### src/rtl/bcd_seg_driver.sv
// Binary (0..1023) to 4-digit BCD converter with multiplexed 7-segment scan.
// Optional macro LEADING_ZERO_BLANK_EN blanks digits above the most significant non-zero one.
module bcd_seg_driver #(
    parameter int unsigned REFRESH_DIV = 100000
) (
    input  logic       clk,
    input  logic       clr,
    input  logic [9:0] value,
    output logic       busy,
    output logic [3:0] an,
    output logic [6:0] seg
);

    localparam int unsigned CW = $clog2(REFRESH_DIV);

    typedef enum logic [1:0] {IDLE, SHIFT, DONE} state_t;

    state_t        state, state_n;
    logic [9:0]    last_val, last_val_n;
    logic [9:0]    shreg, shreg_n;
    logic [15:0]   bcd, bcd_n, adj;
    logic [15:0]   digits, digits_n;
    logic [3:0]    bit_cnt, bit_cnt_n;
    logic [CW-1:0] ref_cnt;
    logic [1:0]    sel;
    logic [3:0]    cur;
    logic [3:0]    an_n;
    logic [6:0]    seg_n;

    function automatic logic [3:0] nib_adj(input logic [3:0] n);
        return (n >= 4'd5) ? n + 4'd3 : n;
    endfunction

    function automatic logic [6:0] seg_of(input logic [3:0] d);
        case (d)
            4'd0:    return 7'b1000000;
            4'd1:    return 7'b1111001;
            4'd2:    return 7'b0100100;
            4'd3:    return 7'b0110000;
            4'd4:    return 7'b0011001;
            4'd5:    return 7'b0010010;
            4'd6:    return 7'b0000010;
            4'd7:    return 7'b1111000;
            4'd8:    return 7'b0000000;
            4'd9:    return 7'b0010000;
            default: return 7'b1111111;
        endcase
    endfunction

    assign busy = (state != IDLE);

    always_comb begin
        state_n    = state;
        last_val_n = last_val;
        shreg_n    = shreg;
        bcd_n      = bcd;
        digits_n   = digits;
        bit_cnt_n  = bit_cnt;
        adj = {nib_adj(bcd[15:12]), nib_adj(bcd[11:8]), nib_adj(bcd[7:4]), nib_adj(bcd[3:0])};
        case (state)
            IDLE: begin
                if (value != last_val) begin
                    shreg_n    = value;
                    bcd_n      = '0;
                    last_val_n = value;
                    bit_cnt_n  = '0;
                    state_n    = SHIFT;
                end
            end
            SHIFT: begin
                // Double-dabble: adjust nibbles, then shift {bcd, shreg} left one bit
                {bcd_n, shreg_n} = {adj[14:0], shreg, 1'b0};
                bit_cnt_n = bit_cnt + 4'd1;
                if (bit_cnt == 4'd9)
                    state_n = DONE;
            end
            DONE: begin
                digits_n = bcd;
                state_n  = IDLE;
            end
            default: state_n = IDLE;
        endcase
    end

    always_comb begin
        case (sel)
            2'd0:    cur = digits[3:0];
            2'd1:    cur = digits[7:4];
            2'd2:    cur = digits[11:8];
            default: cur = digits[15:12];
        endcase
        seg_n = seg_of(cur);
        an_n  = ~(4'b0001 << sel);
`ifdef LEADING_ZERO_BLANK_EN
        if (sel == 2'd3 && digits[15:12] == 4'd0)
            an_n = '1;
        else if (sel == 2'd2 && digits[15:8] == 8'd0)
            an_n = '1;
        else if (sel == 2'd1 && digits[15:4] == 12'd0)
            an_n = '1;
`endif
    end

    always_ff @(posedge clk) begin
        if (clr) begin
            state    <= IDLE;
            last_val <= '0;
            shreg    <= '0;
            bcd      <= '0;
            digits   <= '0;
            bit_cnt  <= '0;
            ref_cnt  <= '0;
            sel      <= '0;
            an       <= '1;
            seg      <= '1;
        end else begin
            state    <= state_n;
            last_val <= last_val_n;
            shreg    <= shreg_n;
            bcd      <= bcd_n;
            digits   <= digits_n;
            bit_cnt  <= bit_cnt_n;
            an       <= an_n;
            seg      <= seg_n;
            if (ref_cnt == CW'(REFRESH_DIV - 1)) begin
                ref_cnt <= '0;
                sel     <= sel + 2'd1;
            end else begin
                ref_cnt <= ref_cnt + CW'(1);
            end
        end
    end

endmodule
### config.mk
export PLATFORM = sky130hd
export DESIGN_NAME = bcd_seg_driver
export DESIGN_NICKNAME = d
export VERILOG_FILES = /design/src/rtl/bcd_seg_driver.sv
export SDC_FILE = /design/constraint.sdc
export NUM_CORES = 1
export LEC_CHECK = 0
export CAP_MARGIN = 30
export CORE_MARGIN = 10
export CORE_UTILIZATION = 35
export DETAILED_ROUTE_END_ITERATION = 12
export PLACE_DENSITY = 0.51
export SLEW_MARGIN = 20
export SYNTH_ARGS = -nofsm -noshare
export SYNTH_HDL_FRONTEND = slang
export SYNTH_SLANG_ARGS = --single-unit
### constraint.sdc
create_clock -name clk -period 3.55 [get_ports clk]
set_input_delay 0.355 -clock clk [delete_from_list [all_inputs] [get_ports clk]]
set_output_delay 0.355 -clock clk [all_outputs]
set_load 0.05 [all_outputs]
# Word level (Yosys, flattened, before mapping)

Memories as Yosys holds them, arrays and structs flattened. A register that Yosys moved wholly into a read port is not among the register bits.
Index checks and enable logic that the tools add are counted.

$add $sub $neg: 7
Order comparisons: 4
Bitwise logic cells: 1
Shift-type cells: 1
Equal/unequal tests: 9
Reductions and logical operators: 8
Muxes and demuxes: 14

Operator list:

| operator                                                                            | number |
|---|---|
| 16-bit one-hot mux with 2 select lines                                              | 1 |
| 10-bit one-hot mux with 2 select lines                                              | 1 |
| 17-bit by 1-bit adder with 17-bit output, second input constant                     | 1 |
| 17-bit == test, second input constant                                               | 1 |
| 4-bit by 3-bit greater-or-equal comparator with 1-bit output, second input constant | 4 |
| 16-bit two-way mux                                                                  | 1 |
| 4-bit two-way mux                                                                   | 4 |
| 4-bit by 2-bit adder with 4-bit output, second input constant                       | 3 |
| 4-bit one-hot mux with 3 select lines                                               | 1 |
| 10-bit two-way mux                                                                  | 1 |
| 10-bit inequality test                                                              | 1 |
| 4-bit one-hot mux with 2 select lines                                               | 1 |
| 2-bit AND reduction                                                                 | 3 |
| 4-bit by 1-bit adder with 4-bit output, second input constant                       | 1 |
| 2-bit by 1-bit == test with 1-bit output, second input constant                     | 2 |
| 2-bit == test, second input constant                                                | 2 |
| 4-bit == test, second input constant                                                | 1 |
| 2-bit logical NOT                                                                   | 2 |
| 2-bit two-way mux                                                                   | 2 |
| 2-bit inequality test, second input constant                                        | 2 |
| 4-bit NOT                                                                           | 1 |
| 2-bit one-hot mux with 2 select lines                                               | 1 |
| 2-bit nonzero test                                                                  | 2 |
| 1-bit by 2-bit << shifter with 4-bit output, first input constant                   | 1 |
| 4 further kinds                                                                     | 4 |

Logic and storage cells: 54
Bits in registers: 81
Memories: 1
Bits of input ports: 12
ROM bits: 112

Memory list:

| name             | depth | width | read ports | clocked after Yosys merged registers in | wr ports | line | source |
|---|---|---|---|---|---|---|---|
| (name not given) | 16    | 7     | 1          | 1                                       | 0        | 35   | `case (d)` |

# Logic depth before layout (Yosys ltp)

Word-level depth: 3
Gate-level depth with buffers: 9
Mapped depth without buffers: 9

# Worst setup path before layout

No wires, ideal clock.

Kind: reg2reg
Start point: register sel[0]
End point: register seg[6]
Path buffers: 0
Period minus slack after synthesis: 2.117 ns
Slack: 1.433 ns
Setup time: 0.123 ns
Cell stages (with the launch flop): 10
Data arrival time: 1.994 ns
Cell sequence: dfxtp_1 > inv_1 > ha_1 > a222oi_1 > mux2_2 > inv_1 > ha_1 > nor3_1 > a21oi_1 > or2_2

Longest elaborated chain between the ends: 2

RTL lines:

| what                                        | line | source |
|---|---|---|
| from (decl)                                 | 25   | `logic [1:0] sel;` |
| from (signal assigned)                      | 127  | `sel <= sel + 2'd1;` |
| 2-bit == test, or another cell as far along | 86   | `case (sel)` |
| 4-bit one-hot mux with 3 select lines *     | 86   |  |
| to (decl)                                   | 11   | `output logic [6:0] seg` |

Every way passes the cells marked *; elsewhere a longest branch is shown, timed or not.
A chain may end at the register's enable or synchronous reset.

# Worst setup path after layout

Start point: register state[0]
End point: output port busy

Longest elaborated chain between the ends: 1

RTL lines:

| what                   | line | source |
|---|---|---|
| from (decl)            | 18   | `state_t state, state_n;` |
| from (signal assigned) | 117  | `state <= state_n;` |
| 2-bit nonzero test     | 50   | `assign busy = (state != IDLE);` |
| to (decl)              | 9    | `output logic busy,` |

Every way passes these cells.

==> flow_summary.yaml <==
run_status:
  status: "finished clean"
critical_path:
  timing.critical_path.to_type: "output port"
  path_buf_inv: 2
  timing.critical_path.arrival_ps: 2200
  timing.critical_path.from_type: "register"
  worst_ep_required_time_ps: 3190
  crit_path_top_delay_cell: "clkdlybuf4s50_1"
  regToRegSetupSlack_ps: 1060
  crit-reg2reg-launch: "sel[0]"
  path_cells: "nor2_2 -> inv_1 -> clkdlybuf4s50_1"
  r2r-end: "seg[6]"
  critPathMaxFanout: 13
  cp_slowest_stage_delay_ps: 840
  path_class: "reg2out"
  worst_r2r_path_depth: 9
  timing.critical_path.max_delay_family: "buffers and inverters"
logic_synthesis:
  synth_edf_count: 0
  yosysSeqAreaShare_pct: 42.7
  yosysMostFrequentCell: "dfxtp_1"
  syn_nets: 507
  synth_seq_cells: 88
  netlist_top_cells_area: "dfxtp_1 (43%), ha_1 (5.8%), nor2_1 (5.5%)"
  post_synth_instance_area_mm2: 0.00412
  post_synth.cell_area_avg_um2: 8.66
  predominant_post_synthesis_flop_cell: "dfxtp_1"
  commonest_cells_in_the_netlist: "dfxtp_1 (88), nor2_1 (60), nand2_1 (49), a21oi_1 (36), inv_1 (23)"
  syn-instance-count: 476
  synth_top_area_cell: "dfxtp_1"
  synth_top_cell_area_share_pct: 42.7
  synth.yosys.warnings: 0
  async_flop_share_pct: 0
  yosys.cell_types.count: 48
global_route:
  grt_pass1_wl_um: 14800
  grt-ovfl-total: 0
  gr-usage-all-layers_pct: 10.8
  grt_pass1_vias: 3159
  grt_antenna_before_repair: 0
  grt_start_max_net_pins: 30
placed_design:
  port_buffers: 23
  place_ws_ps: 882
  dp_hpwl_um: 5980
  globalplace.congestion: 0.777
  placed_area_mm2: 0.00446
  place_inst: 626
cts:
  cts_tree: "built"
  htree_levels: 3
  cts.root.buffer_cell: "clkbuf_16"
  cts.clk_slew.worst_paths_ps: 60
  postCtsSetupBuffers: 0
  cts.repair.resized: 0
  hold_bufs_at_cts: 0
  cts_buffers: 9
  clock_sink_count: 88
  clk-insertion-delay-late_ps: 340
  clock_path_buffers: 2
route:
  vias: 3224
  wl_per_cell_um: 13.6
  postRouteWirelength_um: 8700
  post-route-drc-count: 0
  antenna_violating_nets_post_route: 0
  vias_per_cell: 5.02
  detail_route.iter0.violations: 127
  detailedRoute.firstPassIterationCount: 4
power_and_ir_drop:
  power_density_mw_per_mm2: 440
  ir_worst_vdd_mv: 0.191
  post-layout-total-power_mw: 2.09
  static-leakage-power_nw: 1.73
timing:
  max_freq_ghz: 0.392
  period_share_pct: 71.9
  fin_tns_setup_ps: 0
  worst_slew_pin_slew_ps: 766
  worst_slew_margin_rel_pct: 48.8
  finalHoldWorstSlack_ps: 450
  post-route-worst-setup-slack_ps: 999
  grt_setup_unrepaired: "false"
  clock_skew_ps: 7.77
  report.final.slew_viol_count: 0
  final_period_minus_worst_setup_slack_ps: 2550
  finalHoldViolCount: 0
  finalSetupViolCount: 0
floorplan:
  die_y_um: 129
  core_area_mm2: 0.0115
  die-width_um: 129
  core.rowCount: 39
  die_outline_area_mm2: 0.0165
  boundaryPins: 24
  initial_utilization_pct: 36.0
finish:
  syn2layout_area_growth_pct: 15.0
  nNetsFinal: 525
  fin_util_pct: 41.3
  final_area_mm2: 0.00474
  insertedDiodeCount: 0
  layout.filler_cells: 1175
  fin_cells: 642
  layout-drive-gt1-share_pct: 7.01
worst_hold_path:
  min_delay_worst_endpoint: "ref_cnt[0]"
  hold_path.class: "reg2reg"
  worstHoldStart: "ref_cnt[0]"
  min_path_cells: 1
run:
  cap_viol_max_count: 0
power breakdown:
| part | internal, mW | switching, mW | leakage, nW | total, mW |
|---|---|---|---|---|
| Clock | 0.494 | 0.386 | 0.121 | 0.880 |
| Combinational | 0.0677 | 0.102 | 0.894 | 0.170 |
| Sequential | 1.02 | 0.0208 | 0.718 | 1.04 |
| Total | 1.58 | 0.509 | 1.73 | 2.09 |
cell type report:
cell class | count | area (um^2) | share of cell area [%]
multi-input combinational | 341 | 2160 | 45.5
sequential | 88 | 1760 | 37.2
timing repair buffer | 30 | 278 | 5.86
clock buffer | 12 | 246 | 5.20
tap | 143 | 179 | 3.77
inverter | 24 | 90.1 | 1.90
clock inverter | 4 | 30.0 | 0.633
flip-flops by register name (all words and copies together) (netlist names), 4 cells and up:
signal	cells
ref_cnt	17
bcd	16
digits	16
last_val	10
shreg	10
seg	7
an	4
bit_cnt	4
kinds of logic (layout without fill, tap and decap cells):
kind of cell             Yosys count  after routing  synth area share, %
AO/OA/AOI/OAI                     89             89                 13.4
adder cells (fa/ha/maj)           19             19                 5.76
AND/OR/NAND/NOR                  181            181                 21.3
XOR/XNOR                          36             36                 7.65
flip-flops                        88             88                 42.7
multiplexers                      16             16                 4.07
buffers and inverters             47             70                 5.16
how the worst max path moves through the flow:
stage	to	from	cells after the start
2_1_floorplan	seg[6]	sel[0]	9
3_3_place_gp	shreg[0]	value[4]	7
3_5_place_dp	last_val[5]	value[8]	7
4_1_cts	busy	state[0]	3
5_1_grt	seg[6]	sel[0]	9
6_report	busy	state[0]	3
layer usage:
layer  up-vias  track usage [%]  part of all wire (%)
met5         -                0                     0
met4         0             4.72                   1.7
met3        13             2.83                   3.7
met2        43             17.5                    45
met1      1498             13.3                    49
li1       1670                -                     -
placed cells by master, fill, tap and decap left out, types with 9 or more instances in the layout:
master and instances:
nand2_1 49, or3_1 10, inv_1 23, nand3b_1 15, clkbuf_16 9, dfxtp_1 88
o21ai_0 17, nor2_1 60, nor3_1 9, clkdlybuf4s50_1 22, nand2b_1 10, a21oi_1 36
xor2_1 17, a221oi_1 9, xnor2_1 19, ha_1 19, mux2i_1 13
Power figures use the tool's default switching activity.
